$ cat config.mk
export PLATFORM = sky130hd
export DESIGN_NAME = gridworld_episode
export DESIGN_NICKNAME = d
export VERILOG_FILES = /design/src/rtl/gridworld_episode.sv
export SDC_FILE = /design/constraint.sdc
export NUM_CORES = 1
export LEC_CHECK = 0
export BUFFER_PORTS_ARGS = -buffer_cell sky130_fd_sc_hd__buf_2
export CORE_MARGIN = 1
export CORE_UTILIZATION = 53
export CTS_CLUSTER_SIZE = 28
export DETAILED_ROUTE_END_ITERATION = 12
export GPL_TIMING_DRIVEN = 0
export PLACE_DENSITY = 0.85
export SYNTH_ARGS = -nofsm -noshare
export SYNTH_HDL_FRONTEND = slang
export SYNTH_SLANG_ARGS = --single-unit
export TNS_END_PERCENT = 20
$ cat constraint.sdc
create_clock -name clk -period 3.2 [get_ports clk]
set_input_delay 0.32 -clock clk [delete_from_list [all_inputs] [get_ports clk]]
set_output_delay 0.32 -clock clk [all_outputs]
set_load 0.01 [all_outputs]
$ cat src/rtl/gridworld_episode.sv
// Gridworld episode engine: one 8-way move per accepted action, terminal on trap/goal/horizon.
// Latency 1 cycle per accepted action; act_ready is state-decoded (high only in RUN), never from act_valid.
module gridworld_episode #(
  parameter int COORD_W      = 3,
  parameter int HORIZON      = 16,
  parameter int WRAP         = 1,
  parameter int X0           = 2,
  parameter int Y0           = 3,
  parameter int GOAL_XLO     = 3,
  parameter int GOAL_XHI     = 4,
  parameter int GOAL_YLO     = 2,
  parameter int GOAL_YHI     = 5,
  parameter int STOP_ON_GOAL = 1,
  parameter int CNT_W        = $clog2(HORIZON + 1)
) (
  input  logic               clk,
  input  logic               rst_n,
  input  logic               start,
  input  logic               act_valid,
  output logic               act_ready,
  input  logic [2:0]         act,
  output logic [COORD_W-1:0] pos_x,
  output logic [COORD_W-1:0] pos_y,
  output logic [CNT_W-1:0]   step_cnt,
  output logic               lbl_goal,
  output logic               lbl_trap,
  output logic               lbl_edge,
  output logic               done,
  output logic [1:0]         outcome
);

  typedef enum logic [1:0] {IDLE = 2'd0, RUN = 2'd1, DONE = 2'd2} state_t;

  localparam logic [COORD_W-1:0] MAXC  = '1;
  localparam logic [COORD_W-1:0] ONE   = COORD_W'(1);
  localparam logic [COORD_W-1:0] X0C   = COORD_W'(X0);
  localparam logic [COORD_W-1:0] Y0C   = COORD_W'(Y0);
  localparam logic [COORD_W-1:0] GXLO  = COORD_W'(GOAL_XLO);
  localparam logic [COORD_W-1:0] GXHI  = COORD_W'(GOAL_XHI);
  localparam logic [COORD_W-1:0] GYLO  = COORD_W'(GOAL_YLO);
  localparam logic [COORD_W-1:0] GYHI  = COORD_W'(GOAL_YHI);
  localparam logic [CNT_W-1:0]   HOR_C = CNT_W'(HORIZON);

  localparam logic [1:0] D_Z = 2'd0;
  localparam logic [1:0] D_P = 2'd1;
  localparam logic [1:0] D_M = 2'd2;

  state_t               state_q;
  logic [COORD_W-1:0]   pos_x_q, pos_y_q;
  logic [CNT_W-1:0]     cnt_q;
  logic [1:0]           outcome_q;
  logic                 ready_q, done_q;

  logic [1:0]           dx, dy;
  logic [COORD_W-1:0]   pos_x_d, pos_y_d;
  logic [CNT_W-1:0]     cnt_d;
  logic                 trap_d, goal_d;

  // Per-axis move: wrap modulo 2^COORD_W, or clamp at 0/MAX when WRAP=0.
  function automatic logic [COORD_W-1:0] step_axis(input logic [COORD_W-1:0] v,
                                                   input logic [1:0] d);
    step_axis = v;
    if (d == D_P) begin
      if (WRAP != 0 || v != MAXC) step_axis = v + ONE;
    end else if (d == D_M) begin
      if (WRAP != 0 || v != '0) step_axis = v - ONE;
    end
  endfunction

  function automatic logic is_trap(input logic [COORD_W-1:0] x, input logic [COORD_W-1:0] y);
    is_trap = (x == '0 || x == MAXC) && (y == '0 || y == MAXC);
  endfunction

  function automatic logic in_goal(input logic [COORD_W-1:0] x, input logic [COORD_W-1:0] y);
    in_goal = (x >= GXLO) && (x <= GXHI) && (y >= GYLO) && (y <= GYHI);
  endfunction

  always_comb begin
    dx = D_Z;
    dy = D_Z;
    case (act)
      3'd0: begin dx = D_Z; dy = D_P; end
      3'd1: begin dx = D_P; dy = D_P; end
      3'd2: begin dx = D_P; dy = D_Z; end
      3'd3: begin dx = D_P; dy = D_M; end
      3'd4: begin dx = D_Z; dy = D_M; end
      3'd5: begin dx = D_M; dy = D_M; end
      3'd6: begin dx = D_M; dy = D_Z; end
      default: begin dx = D_M; dy = D_P; end
    endcase
  end

  always_comb begin
    pos_x_d = step_axis(pos_x_q, dx);
    pos_y_d = step_axis(pos_y_q, dy);
    cnt_d   = cnt_q + CNT_W'(1);
    trap_d  = is_trap(pos_x_d, pos_y_d);
    goal_d  = in_goal(pos_x_d, pos_y_d);
  end

  // start outranks any same-cycle action in every state; the start cell is never terminal-checked.
  always_ff @(posedge clk or negedge rst_n) begin
    if (!rst_n) begin
      state_q   <= IDLE;
      pos_x_q   <= X0C;
      pos_y_q   <= Y0C;
      cnt_q     <= '0;
      outcome_q <= 2'd0;
      ready_q   <= 1'b0;
      done_q    <= 1'b0;
    end else if (start) begin
      state_q   <= RUN;
      pos_x_q   <= X0C;
      pos_y_q   <= Y0C;
      cnt_q     <= '0;
      outcome_q <= 2'd0;
      ready_q   <= 1'b1;
      done_q    <= 1'b0;
    end else if (state_q == RUN && act_valid && ready_q) begin
      pos_x_q <= pos_x_d;
      pos_y_q <= pos_y_d;
      cnt_q   <= cnt_d;
      if (trap_d) begin
        state_q   <= DONE;
        outcome_q <= 2'd2;
        ready_q   <= 1'b0;
        done_q    <= 1'b1;
      end else if (goal_d && STOP_ON_GOAL != 0) begin
        state_q   <= DONE;
        outcome_q <= 2'd1;
        ready_q   <= 1'b0;
        done_q    <= 1'b1;
      end else if (cnt_d == HOR_C) begin
        state_q   <= DONE;
        outcome_q <= 2'd3;
        ready_q   <= 1'b0;
        done_q    <= 1'b1;
      end
    end
  end

  assign act_ready = ready_q;
  assign done      = done_q;
  assign outcome   = outcome_q;
  assign pos_x     = pos_x_q;
  assign pos_y     = pos_y_q;
  assign step_cnt  = cnt_q;
  assign lbl_goal  = in_goal(pos_x_q, pos_y_q);
  assign lbl_trap  = is_trap(pos_x_q, pos_y_q);
  assign lbl_edge  = (pos_y_q == '0) || (pos_y_q == MAXC);

endmodule

## Word level (Yosys, flattened, before mapping)

Index checks and enable logic that the tools add are counted.

| cells by class | value |
|---|---|
| shifts and indexed selects | 0 |
| bitwise operators | 0 |
| divide/modulo/power cells | 0 |
| $mul | 0 |
| add/subtract/negate cells | 5 |
| $lt $le $gt $ge | 8 |
| multiplexer cells | 32 |
| reductions and logical operators | 26 |
| equal/unequal tests | 16 |

Operators by type and width:

| cell | count |
|---|---|
| two-way mux 3 bit | 8 |
| == test 3 bit (second input constant) | 7 |
| two-way mux 2 bit | 10 |
| zero test 3 bit | 5 |
| >= comparator 3 x 2 -> 1 bit (second input constant) | 4 |
| <= comparator 3 bit (second input constant) | 4 |
| logical AND 1 bit | 10 |
| two-way mux 1 bit | 10 |
| two-way mux 5 bit | 2 |
| case mux 2 bit (2 select lines) | 2 |
| adder 3 x 1 -> 3 bit (second input constant) | 2 |
| == test 2 x 1 -> 1 bit (second input constant) | 3 |
| == test 3 x 2 -> 1 bit (second input constant) | 2 |
| OR reduction 3 bit | 2 |
| subtractor 3 x 1 -> 3 bit (second input constant) | 2 |
| adder 5 x 1 -> 5 bit (second input constant) | 1 |
| == test 5 bit (second input constant) | 1 |
| == test 2 bit (second input constant) | 2 |
| logical OR 1 bit | 4 |
| nonzero test 4 bit | 1 |
| OR reduction 2 bit | 2 |
| == test 3 x 1 -> 1 bit (second input constant) | 1 |
| AND reduction 2 bit | 1 |
| nonzero test 2 bit | 1 |

| storage, ports and cells | value |
|---|---|
| input bits | 7 |
| flip-flop bits (word level) | 17 |
| memories | 0 |
| memory bits (writable) | 0 |
| ROM bits | 0 |
| output and inout bits | 18 |
| bits in latches | 0 |

## Longest topological paths before layout

| depth | value |
|---|---|
| word-level depth | 14 |
| gate-level depth with buffers | 11 |

## Worst setup path after synthesis

OpenSTA, ideal clock, no wires.

| timing path | value |
|---|---|
| path kind | reg-to-reg |
| from | reg pos_x_q[0] (netlist: pos_x[0]) |
| to | reg state_q[0] |
| setup slack | 859 ps |
| required time | 3080 ps |
| cell stages (with the launch flop) | 12 |
| path buffers | 1 |
| arrival | 2222 ps |
| path through | dfrtp_1 -> clkbuf_1 -> inv_1 -> ha_1 -> inv_1 -> ha_1 -> mux2_4 -> nor3_1 -> a211oi_1 -> a211oi_2 -> o21ai_2 -> a31o_1 |

| on the way | value |
|---|---|
| longest elaborated chain between the ends | 11 |
| elaborated cells on any way between the ends | 19 |

Ends and longest elaborated chain:

| element | RTL line | text |
|---|---|---|
| start, declared | 49 | `logic [COORD_W-1:0] pos_x_q, pos_y_q;` |
| start signal, assigned | 120 | `pos_x_q <= pos_x_d;` |
| subtractor 3 x 1 -> 3 bit | 66 | `if (WRAP != 0 \|\| v != '0) step_axis = v - ONE;` |
| two-way mux 3 bit | 65 | `end else if (d == D_M) begin` |
| two-way mux 3 bit (*) | 63 | `if (d == D_P) begin` |
| >= comparator 3 x 2 -> 1 bit / <= comparator 3 bit (equally long branches) | 75 | `in_goal = (x >= GXLO) && (x <= GXHI) && (y >= GYLO) && (y <= GYHI);` |
| logical AND 1 bit (3 in a row) | 75 |  |
| two-way mux 2 bit | 128 | `end else if (goal_d && STOP_ON_GOAL != 0) begin` |
| two-way mux 2 bit | 123 | `if (trap_d) begin` |
| two-way mux 2 bit | 119 | `end else if (state_q == RUN && act_valid && ready_q) begin` |
| two-way mux 2 bit | 111 | `end else if (start) begin` |
| end signal, assigned | 112 | `state_q <= RUN;` |
| end signal, assigned | 124 | `state_q <= DONE;` |
| end signal, assigned | 129 | `state_q <= DONE;` |
| end, declared | 48 | `state_t state_q;` |

Every way passes the cells marked *; elsewhere a longest branch is shown, timed or not. The select of a mux whose other input is x is not followed.
A chain may end at the register's enable or synchronous reset.

## Final worst setup path

Ends and elaborated chain as after synthesis.

==> results_tabular.tex <==
\begin{tabular}{lr}
\hline
Metric & Value \\
\hline
\multicolumn{2}{l}{\textbf{Cells and area}} \\
\quad Share of post-route cells with drive strength above 1 & between 30\% and 40\% \\
\quad Ant. Diodes & 0 \\
\quad Most used cells in the layout excluding fill and tap cells & sky130\_fd\_sc\_hd\_\_buf\_2 (23), sky130\_fd\_sc\_hd\_\_nand2\_1 (12), sky130\_fd\_sc\_hd\_\_dfrtp\_1 (12), sky130\_fd\_sc\_hd\_\_nor2\_1 (9), sky130\_fd\_sc\_hd\_\_inv\_1 (8) \\
\quad Final \#Nets & roughly 160 \\
\quad Most common cell after layout, fill and taps aside & sky130\_fd\_sc\_hd\_\_buf\_2 \\
\quad Final core utilization & 65.5\% \\
\quad Area Overhead vs Synth & 17.0\% \\
\multicolumn{2}{l}{\textbf{Placement}} \\
\quad Detailed placement HPWL & $\sim$1700 µm \\
\quad GPL Wtd Cong & 0.834 \\
\quad Number of buffer cells added on primary ports & 23 \\
\multicolumn{2}{l}{\textbf{GRT}} \\
\quad Initial antenna violation count & 0 \\
\quad Pin count of the biggest net entering global routing & 16 \\
\quad GR Util All Layers & 21.9\% \\
\quad Congestion Overflow GR & 0 \\
\quad Number of global-route vias before repair & 844 \\
\quad Wire length of the first global-routing pass & between 3000 and 4000 µm \\
\multicolumn{2}{l}{\textbf{Clock network}} \\
\quad H-tree level count & 1 \\
\quad Maximum buffer depth of the clock tree & 2 \\
\quad TritonCTS clock tree & done \\
\quad CTS Root Buffer Type & sky130\_fd\_sc\_hd\_\_clkbuf\_4 \\
\quad Number of sinks on the clock net & 15 \\
\quad Clock slew seen by the registers of the worst setup and hold paths & about 90 ps \\
\quad Clock latency on the worst-skew pair & around 280 ps \\
\quad Number of clock buffers inserted by TritonCTS & 3 \\
\multicolumn{2}{l}{\textbf{Worst setup path}} \\
\quad Data arrival time of the worst path & 2670 ps \\
\quad Crit Path Class & reg -> reg \\
\quad Maximum single-stage delay on the critical path & between 300 and 400 ps \\
\quad Max stage delay cell, worst path & sky130\_fd\_sc\_hd\_\_dfrtp\_1 \\
\quad Kind of end point of the critical path & register \\
\quad Crit path required time & between 3000 and 4000 ps \\
\quad Register-to-register setup slack & 710 ps \\
\quad Launching element type of the critical path & register \\
\quad List of cells traversed by the critical path & clkbuf\_1 -> inv\_1 -> ha\_1 -> inv\_1 -> ha\_1 -> mux2\_4 -> nor3\_1 -> a211oi\_1 -> a211oi\_2 -> o21ai\_2 -> a31o\_1 \\
\quad Worst-path maximum fanout & 7 \\
\multicolumn{2}{l}{\textbf{Timing}} \\
\quad Fmax achieved & 401 MHz \\
\quad Crit path time final & 2490 ps \\
\quad Slew at the pin with the worst max-slew slack & 452 ps \\
\quad Tcrit/Tclk final & 77.9\% \\
\quad Final Skew & between 5 and 6 ps \\
\quad Unrepaired setup endpoints after global routing & false \\
\quad Normalized max-slew margin & 69.8\% \\
\quad Total of endpoints with negative setup slack in the final report & 0 \\
\quad Final Hold Viols & 0 \\
\quad Max Slew Vio Count & 0 \\
\quad Post-route setup TNS & 0 ps \\
\multicolumn{2}{l}{\textbf{Logic synthesis}} \\
\quad Area share of the largest cell type after synthesis & 27.3\% \\
\quad Count of different cell masters after synthesis & 40 \\
\quad Number of flops mapped to enable cells by yosys & 0 \\
\quad Syn Inst Count & between 100 and 150 \\
\quad Syn Std Cell Area & 0.00110 mm² \\
\quad Part of the Yosys area used for sequential elements & approximately 35\% \\
\quad Number of warning messages in the yosys log & 0 \\
\quad Top cell type by total area after synthesis & sky130\_fd\_sc\_hd\_\_dfrtp\_1 \\
\quad Share of synthesized registers carrying an async set or reset & 100\% \\
\quad Post-Synthesis Net Count & 134 \\
\quad Most used DFF post-synth & sky130\_fd\_sc\_hd\_\_dfrtp\_1 \\
\quad Total of flip-flops plus latches after synthesis & 15 \\
\quad Cell types occupying the most area after synthesis & sky130\_fd\_sc\_hd\_\_dfrtp\_1 (27\%), sky130\_fd\_sc\_hd\_\_ha\_1 (8.0\%), sky130\_fd\_sc\_hd\_\_dfstp\_2 (7.2\%) \\
\quad Mean Syn Cell Area & slightly above 9 µm² \\
\multicolumn{2}{l}{\textbf{Power and ir drop}} \\
\quad Portion of total power attributed to combinational logic & 55.0\% \\
\quad Leakage & 0.619 nW \\
\quad Ratio of total power to cell area & between 600 and 700 mW/mm² \\
\quad Clock network fraction of design power & 11.6\% \\
\quad Net switching share of the total power & 43.0\% \\
\quad Max rail drop VDD & approximately 440 µV \\
\quad Switching pwr & around 0.38 mW \\
\quad Cell internal pwr & 0.508 mW \\
\quad Flop pwr share & between 30\% and 40\% \\
\quad Final Power & 0.890 mW \\
\multicolumn{2}{l}{\textbf{Min path}} \\
\quad Worst min-delay path class & in -> reg \\
\multicolumn{2}{l}{\textbf{Status}} \\
\quad Outcome & complete, but fails checks \\
\quad Failing checks & design-rule violations \\
\multicolumn{2}{l}{\textbf{Floorplanning}} \\
\quad Initial core utilization & 56.0\% \\
\quad Vert. Die Dim & between 40 and 50 µm \\
\quad Die footprint & 0.00226 mm² \\
\quad Die X-Extent & approximately 48 µm \\
\quad Total core area & 0.00196 mm² \\
\quad Boundary Pins & 25 \\
\quad Number of cell rows & 16 \\
\multicolumn{2}{l}{\textbf{Route}} \\
\quad First-pass detailed-route iteration total & 8 \\
\quad Wire length per cell & 12.4 µm \\
\quad DRC violation count after routing & 1 \\
\quad Number of violations reported at the end of detailed-routing iteration 0 & 24 \\
\quad Avg Vias per Cell & 5.50 \\
\quad Post-Route WL & 2160 µm \\
\quad Total via count in the routed design & 963 \\
\quad Antenna Nets Post-Route & 0 \\
\multicolumn{2}{l}{\textbf{Job}} \\
\quad Max-capacitance violation count & 0 \\
\hline
\end{tabular}
## power by group through the flow
stage | sequential, mW | clock (mW) | combinational [mW]
floorplan | 0.313 | 0 | 0.342
global placement | 0.297 | 0 | 0.469
detailed placement | 0.301 | 0 | 0.487
CTS | 0.298 | 0.106 | 0.490
global route | 0.306 | 0.120 | 0.556
finish | 0.298 | 0.103 | 0.490
## per-layer routing
| layer | vias up | share of wire [%] | global-route usage [%] |
|---|---|---|---|
| met5 | - | 0 | 0 |
| met4 | 0 | 1.1 | 6.29 |
| met3 | 4 | 5.7 | 6.79 |
| met2 | 24 | 49 | 36.4 |
| met1 | 457 | 44 | 27.1 |
| li1 | 478 | - | - |
## worst paths after layout
check,startpoint,cells after the start,to
min in group asynchronous,rst_n,2,pos_x[2]
min reg2reg,pos_y[0],2,pos_y[0]
max,pos_x[0],11,state_q[0]
min,start,2,state_q[0]
max in group asynchronous,rst_n,2,pos_y[0]
max reg2reg,pos_x[0],11,state_q[0]
## cell families after synthesis
| group | after synthesis | share of synthesized area, % |
|---|---|---|
| AND/OR/NAND/NOR | 43 | 19.6 |
| AO/OA/AOI/OAI | 25 | 16.6 |
| flip-flops | 15 | 34.5 |
| buffers and inverters | 13 | 5.12 |
| XOR/XNOR | 11 | 10.1 |
| adder cells (fa/ha/maj) | 7 | 7.97 |
| multiplexers | 6 | 6.04 |
## sequential cells by signal, summed over array words and instances (netlist names)
register,count
pos_x,3
state_q,2
outcome,2
step_cnt,5
pos_y,3
## layout make-up
| cell class | instances | area (µm²) |
|---|---|---|
| inverters | 9 | 33.8 |
| repair buffers | 24 | 125 |
| clock inverters | 1 | 5.00 |
| multi-input cells | 92 | 663 |
| clock buffers | 3 | 22.5 |
| well taps | 27 | 33.8 |
| flip-flops and latches | 15 | 379 |
| plain buffers | 4 | 22.5 |
| fillers | 177 | 677 |
## metrics by stage
step / hold WS [ps] / std cells / setup WS, ps / area (µm²)
6_report: 266 / 175 / 706 / 1280
5_1_grt: 250 / 175 / 522 / 1280
4_1_cts: 262 / 175 / 708 / 1280
3_5_place_dp: 230 / 170 / 721 / 1250
3_3_place_gp: 227 / 170 / 774 / 1250
2_1_floorplan: 24.4 / 120 / 859 / 1100
## synthesized netlist by cell type, types with 2 or more instances
library cell	count
sky130_fd_sc_hd__xnor2_1	5
sky130_fd_sc_hd__nor2_1	9
sky130_fd_sc_hd__nand4_1	2
sky130_fd_sc_hd__dfrtp_1	12
sky130_fd_sc_hd__mux2i_1	4
sky130_fd_sc_hd__dfstp_2	3
sky130_fd_sc_hd__inv_1	8
sky130_fd_sc_hd__xor2_1	4
sky130_fd_sc_hd__nor3_1	6
sky130_fd_sc_hd__a31oi_1	2
sky130_fd_sc_hd__nand3_1	3
sky130_fd_sc_hd__clkbuf_1	3
sky130_fd_sc_hd__nand3b_1	2
sky130_fd_sc_hd__a211oi_1	3
sky130_fd_sc_hd__a21oi_1	7
sky130_fd_sc_hd__nand2_1	12
sky130_fd_sc_hd__ha_1	7
sky130_fd_sc_hd__a211oi_2	2
sky130_fd_sc_hd__or3_1	2
sky130_fd_sc_hd__o21ai_0	4
## critical path, delay by kind of cell (launching register included)
family                     cells  cell delay, ps
buffers and inverters          3             450
adders and majority gates      2             450
muxes                          1             280
and+or+nand+nor                1             180
AOI/OAI and AO/OA              4             660
DFF                            1             380
## what timing repair did
item | CTS | global route
endpoints found under the hold margin | 12 | 0
gates resized for setup | 0 | 0
setup buffers | 0 | 0
hold buffers | 1 | 0
Power figures use the tool's default switching activity.
